<file path="src/rtl/cpu_issue_gate.sv">
`default_nettype none
// ============================================================================
// cpu_issue_gate : decode-to-execute issue register with stack-hazard stall,
//                  shadow effect pipe and committed stack-depth tracking.
// Revision       : 1.0
// ============================================================================
module cpu_issue_gate #(
  parameter int IW          = 48,
  parameter int PCW         = 32,
  parameter int CW          = 2,
  parameter int DEPTH       = 3,
  parameter int MODE        = 0,
  parameter int STACK_DEPTH = 64,
  localparam int DW         = $clog2(STACK_DEPTH + 1)
) (
  input  logic           clk,
  input  logic           rst_b,
  input  logic           in_valid,
  output logic           in_ready,
  input  logic [IW-1:0]  in_instr,
  input  logic [PCW-1:0] in_pc,
  input  logic [CW-1:0]  in_pop,
  input  logic [CW-1:0]  in_push,
  input  logic [1:0]     in_reads,
  output logic           out_valid,
  input  logic           out_ready,
  output logic [IW-1:0]  out_instr,
  output logic [PCW-1:0] out_pc,
  output logic [CW-1:0]  out_pop,
  output logic [CW-1:0]  out_push,
  input  logic           kill,
  output logic [DW-1:0]  st_depth,
  output logic           st_underflow,
  output logic           st_overflow,
  output logic           busy
);

  // Commit arithmetic is widened so pop/push larger than the depth field cannot wrap.
  localparam int SW = ((DW > CW) ? DW : CW) + 2;
  localparam logic [SW-1:0] C_MAX_X = SW'(STACK_DEPTH);
  localparam logic [DW-1:0] C_MAX   = DW'(STACK_DEPTH);

  logic [2*CW-1:0] r_flight [DEPTH];

  logic            w_fire;
  logic            w_accept;
  logic            w_flight_eff;
  logic            w_out_eff;
  logic            w_hazard;
  logic [CW-1:0]   w_cp;
  logic [CW-1:0]   w_cq;
  logic [SW-1:0]   w_depth_x;
  logic [SW-1:0]   w_pop_x;
  logic [SW-1:0]   w_pop_eff;
  logic [SW-1:0]   w_sum;
  logic            w_under;
  logic            w_over;
  logic [DW-1:0]   w_depth_nx;

  // Only effectful instructions leave a nonzero entry in the shadow pipe.
  always_comb begin
    w_flight_eff = 1'b0;
    for (int i = 0; i < DEPTH; i++) begin
      w_flight_eff = w_flight_eff | (r_flight[i] != '0);
    end
  end

  assign w_out_eff = out_valid && ((out_pop != '0) || (out_push != '0));
  assign w_hazard  = (w_flight_eff || w_out_eff) && ((MODE == 0) || (in_reads != 2'd0));
  assign in_ready  = (!out_valid || out_ready) && !w_hazard && !kill;
  assign w_accept  = in_valid && in_ready;
  assign w_fire    = out_valid && out_ready;
  assign busy      = out_valid || w_flight_eff;

  assign w_cp       = r_flight[DEPTH-1][2*CW-1:CW];
  assign w_cq       = r_flight[DEPTH-1][CW-1:0];
  assign w_depth_x  = SW'(st_depth);
  assign w_pop_x    = SW'(w_cp);
  assign w_under    = w_pop_x > w_depth_x;
  assign w_pop_eff  = w_under ? w_depth_x : w_pop_x;
  assign w_sum      = w_depth_x - w_pop_eff + SW'(w_cq);
  assign w_over     = w_sum > C_MAX_X;
  assign w_depth_nx = w_over ? C_MAX : w_sum[DW-1:0];

  always_ff @(posedge clk or negedge rst_b) begin
    if (!rst_b) begin
      out_valid <= 1'b0;
      out_instr <= '0;
      out_pc    <= '0;
      out_pop   <= '0;
      out_push  <= '0;
    end else if (kill) begin
      out_valid <= 1'b0;
    end else if (w_accept) begin
      out_valid <= 1'b1;
      out_instr <= in_instr;
      out_pc    <= in_pc;
      out_pop   <= in_pop;
      out_push  <= in_push;
    end else if (w_fire) begin
      out_valid <= 1'b0;
    end
  end

  // The oldest entry is past the kill point, so it commits even on a kill edge.
  always_ff @(posedge clk or negedge rst_b) begin
    if (!rst_b) begin
      for (int i = 0; i < DEPTH; i++) begin
        r_flight[i] <= '0;
      end
    end else begin
      r_flight[0] <= (w_fire && !kill) ? {out_pop, out_push} : '0;
      for (int i = 1; i < DEPTH; i++) begin
        r_flight[i] <= kill ? '0 : r_flight[i-1];
      end
    end
  end

  always_ff @(posedge clk or negedge rst_b) begin
    if (!rst_b) begin
      st_depth     <= '0;
      st_underflow <= 1'b0;
      st_overflow  <= 1'b0;
    end else begin
      st_depth <= w_depth_nx;
      if (w_under) st_underflow <= 1'b1;
      if (w_over)  st_overflow  <= 1'b1;
    end
  end

endmodule
`default_nettype wire

</file>
<file path="config.mk">
export PLATFORM = sky130hd
export DESIGN_NAME = cpu_issue_gate
export DESIGN_NICKNAME = d
export VERILOG_FILES = /design/src/rtl/cpu_issue_gate.sv
export SDC_FILE = /design/constraint.sdc
export NUM_CORES = 1
export LEC_CHECK = 0
export CORE_MARGIN = 5
export CORE_UTILIZATION = 43
export DETAILED_ROUTE_END_ITERATION = 6
export GPL_ROUTABILITY_DRIVEN = 0
export HOLD_SLACK_MARGIN = 0.08
export PLACE_DENSITY = 0.8
export SKIP_CTS_REPAIR_TIMING = 1
export SLEW_MARGIN = 40
export SYNTH_ARGS = -nofsm -noshare
export SYNTH_HDL_FRONTEND = slang
export SYNTH_SLANG_ARGS = --single-unit
</file>
<file path="constraint.sdc">
create_clock -name clk -period 4.6 [get_ports clk]
set_input_delay 0.92 -clock clk [delete_from_list [all_inputs] [get_ports clk]]
set_output_delay 0.92 -clock clk [all_outputs]
set_load 0.02 [all_outputs]
</file>
==> run_results.csv <==
group,metric,value,unit
outcome,status,"completed",
drt,drc,0,
drt,wirelength,11.02,mm
yosys,syn_area,0.004633,mm2
yosys,synth_common_cells,"dfrtp_1 (106), mux2_4 (49), mux2_2 (35)",
setup_path,worstSetupPathType,"register to register",
pwr,vdd_ir_drop_max,0.3062,mV
finish,register_area,0.002653,mm2
global_route,grt_util_met1,19.80,%
floorplan,dieArea,0.01295,mm2
sta,hold_violations,0,
setup_path,worstSetupStartpointType,"register",
sta,tns,0,ps
global_route,antenna_found_initial,0,
job,maxCapViolations,0,
finish,fillers,823,
global_route,grt_max_degree,72,
floorplan,die_h,113.8,um
clock_network,cts_buffers,9,
setup_path,reg2reg_depth,14,
global_route,top_usage_layer,"met2",
floorplan,start_util,43.31,%
clock_network,cts_tree,"done",
sta,setup_viol,0,
global_route,grt_use_met2,30.07,%
yosys,synth_enable_flop_cells,0,
clock_network,htreeDepth,3,
yosys,synth_area_leader_cell,"dfrtp_1",
setup_path,r2r_end,"st_overflow$_DFFE_PN0N_",
drt,wl_per_cell,17.33,um
finish,diodes,0,
setup_path,r2r_slack,450,ps
sta,skew,14.15,ps
clock_network,cts_root_buf,"clkbuf_8",
worst_hold_path,hold_depth,1,
finish,drive_gt1_share,23.19,%
setup_path,reg2reg_from,"st_depth[3]$_DFF_PN0_",
yosys,synthCells,306,
yosys,yosys_most_used_dff,"dfrtp_1",
drt,dr.first_iter.drc_count,104,
yosys,synth_cell_types,42,
sta,maxSlewViolCount,0,
sta,clock.fmax,0.2410,GHz
sta,rsz0062_at_grt,"false",
global_route,grt_pass1_wl,17.68,mm
sta,worstMarginPinSlew,715.1,ps
sta,period_share,90.22,%
global_route,use_met3,6.472,%
worst_hold_path,min_to,"st_underflow$_DFFE_PN0P_",
sta,period_needed,4150,ps
clock_network,clk_pin_slew,90,ps
global_route,grt_pass1_vias,3465,
yosys,syn_avg_cell_area,15.14,um2
setup_path,crit_arrival,4400,ps
worst_hold_path,hold_path_class,"register to register",
yosys,seq_area_frac_synth,57.25,%
sta,slew_headroom,51.89,%
floorplan,rows,38,
setup_path,worstPathRequired,4850,ps
yosys,synth-seq-cells,106,
global_route,track_usage,17.20,%
drt,firstDrtPassIters,4,
pwr,p_leak,3.004,nW
global_route,grt_overflow,0,
floorplan,die_w,113.8,um
drt,post_drt_via_cell_ratio,4.841,
yosys,syn_nets,405,
finish,area_delta_synth_final,47.02,%
drt,ant_nets,0,
setup_path,cp-end-kind,"register",
placement,portBuffers,184,
clock_network,ctsLongestPathBuffers,2,
clock_network,clock_sinks,106,
placement,place_hpwl,8.249,mm
yosys,yosysTopAreaCellShare,57.25,%
setup_path,crit_fanout,11,
finish,multi_input_area,0.001864,mm2
drt,num_vias,3079,
yosys,synth_warnings,0,
finish,nets,590,
floorplan,io_pins,187,
floorplan,core-area,0.01070,mm2
worst_hold_path,hp-start,"st_underflow$_DFFE_PN0P_",
yosys,ys_top_cells_by_area,"dfrtp_1 (57%), mux2_4 (16%), mux2_2 (8.5%)",
pwr,p_per_area,591.5,mW/mm2
clock_network,clock_latency,360,ps
finish,final_util,63.67,%
yosys,yosysMostFrequentCell,"dfrtp_1",
yosys,synthArstFlopShare,100.0,%
[layout by cell type, fill, tap and decap left out, types with 2 or more instances in the layout]
| master | instances |
|---|---|
| clkdlybuf4s50_1 | 183 |
| dfrtp_1 | 106 |
| mux2_4 | 49 |
| mux2_2 | 35 |
| nor2b_1 | 12 |
| nor2_1 | 10 |
| clkbuf_8 | 9 |
| inv_1 | 7 |
| and2_1 | 6 |
| xnor2_1 | 6 |
| ha_1 | 6 |
| o21ai_0 | 5 |
| nand2b_1 | 5 |
| a21oi_1 | 4 |
| nand2_1 | 4 |
| nand3_1 | 4 |
| nor4_1 | 4 |
| or4b_1 | 2 |
| xor2_1 | 2 |
| or2_2 | 2 |
| a211oi_2 | 2 |
| fa_1 | 2 |
| bufinv_16 | 2 |
| clkinv_2 | 2 |
| inv_6 | 2 |
| buf_4 | 2 |
[worst max path at each step]
| stage | from | endpoint | cells past startpoint |
|---|---|---|---|
| finish | st_depth[3]$_DFF_PN0_ | st_overflow$_DFFE_PN0N_ | 14 |
| global route | st_depth[3]$_DFF_PN0_ | st_overflow$_DFFE_PN0N_ | 14 |
| floorplan | st_depth[1]$_DFF_PN0_ | st_overflow$_DFFE_PN0N_ | 15 |
| CTS | st_depth[3]$_DFF_PN0_ | st_overflow$_DFFE_PN0N_ | 14 |
| global placement | st_depth[3]$_DFF_PN0_ | st_overflow$_DFFE_PN0N_ | 14 |
| detailed placement | st_depth[3]$_DFF_PN0_ | st_overflow$_DFFE_PN0N_ | 14 |
[metrics by stage]
stage	area [um2]	hold slack (ps)	instances	setup WS (ps)	power, mW
6_report	6812	474.8	636	449.8	4.029
5_1_grt	6812	517.3	636	98.53	4.249
4_1_cts	6805	477.9	636	247.5	4.077
3_5_place_dp	6590	451.4	620	255.3	3.433
3_3_place_gp	6586	451.8	620	476.4	3.368
2_1_floorplan	4633	464.7	306	753.4	2.520
[cell type report]
cell class              count  area share, %
clock buffers              10          1.874
flip-flops and latches    106          38.94
multi-input cells         180          27.37
repair buffers            187          27.57
well taps                 140          2.572
clock inverters             6          1.286
inverters                   7         0.3857
[sequential cells by signal, summed over array words and instances, names as in the netlist]
signal / cells
st_underflow: 1
r_flight: 12
out_pc: 32
st_overflow: 1
out_valid: 1
st_depth: 7
out_instr: 48
out_pop: 2
out_push: 2
[logic make-up after synthesis]
| logic type | synth area share [%] |
|---|---|
| flops | 57.25 |
| mux | 24.60 |
| simple gates | 7.967 |
| buf+inv | 2.808 |
| compound gates | 3.025 |
| xor+xnor | 1.864 |
| fa+ha+maj | 2.484 |
[power by group]
| part | switching [mW] | total (mW) | internal, mW |
|---|---|---|---|
| Combinational | 0.899 | 1.95 | 1.06 |
| Clock | 0.320 | 0.629 | 0.310 |
| Sequential | 0.200 | 1.44 | 1.24 |
[critical path: stages (launching register included)]
cell,delay (ps)
dfrtp_1,510
nor4_2,460
o211ai_1,260
nand2_1,120
o21ai_0,90
ha_1,240
fa_1,500
inv_1,70
ha_1,270
a21oi_1,340
nor2_1,120
or3_1,410
a211oi_1,280
a211oi_2,140
or2_1,230
[routing by layer]
layer / part of all wire [%] / up-vias
li1: - / 1424
met1: 39 / 1547
met2: 51 / 100
met3: 8.4 / 8
met4: 1.1 / 0
met5: 0 / -
(Power assumes the default switching activity.)
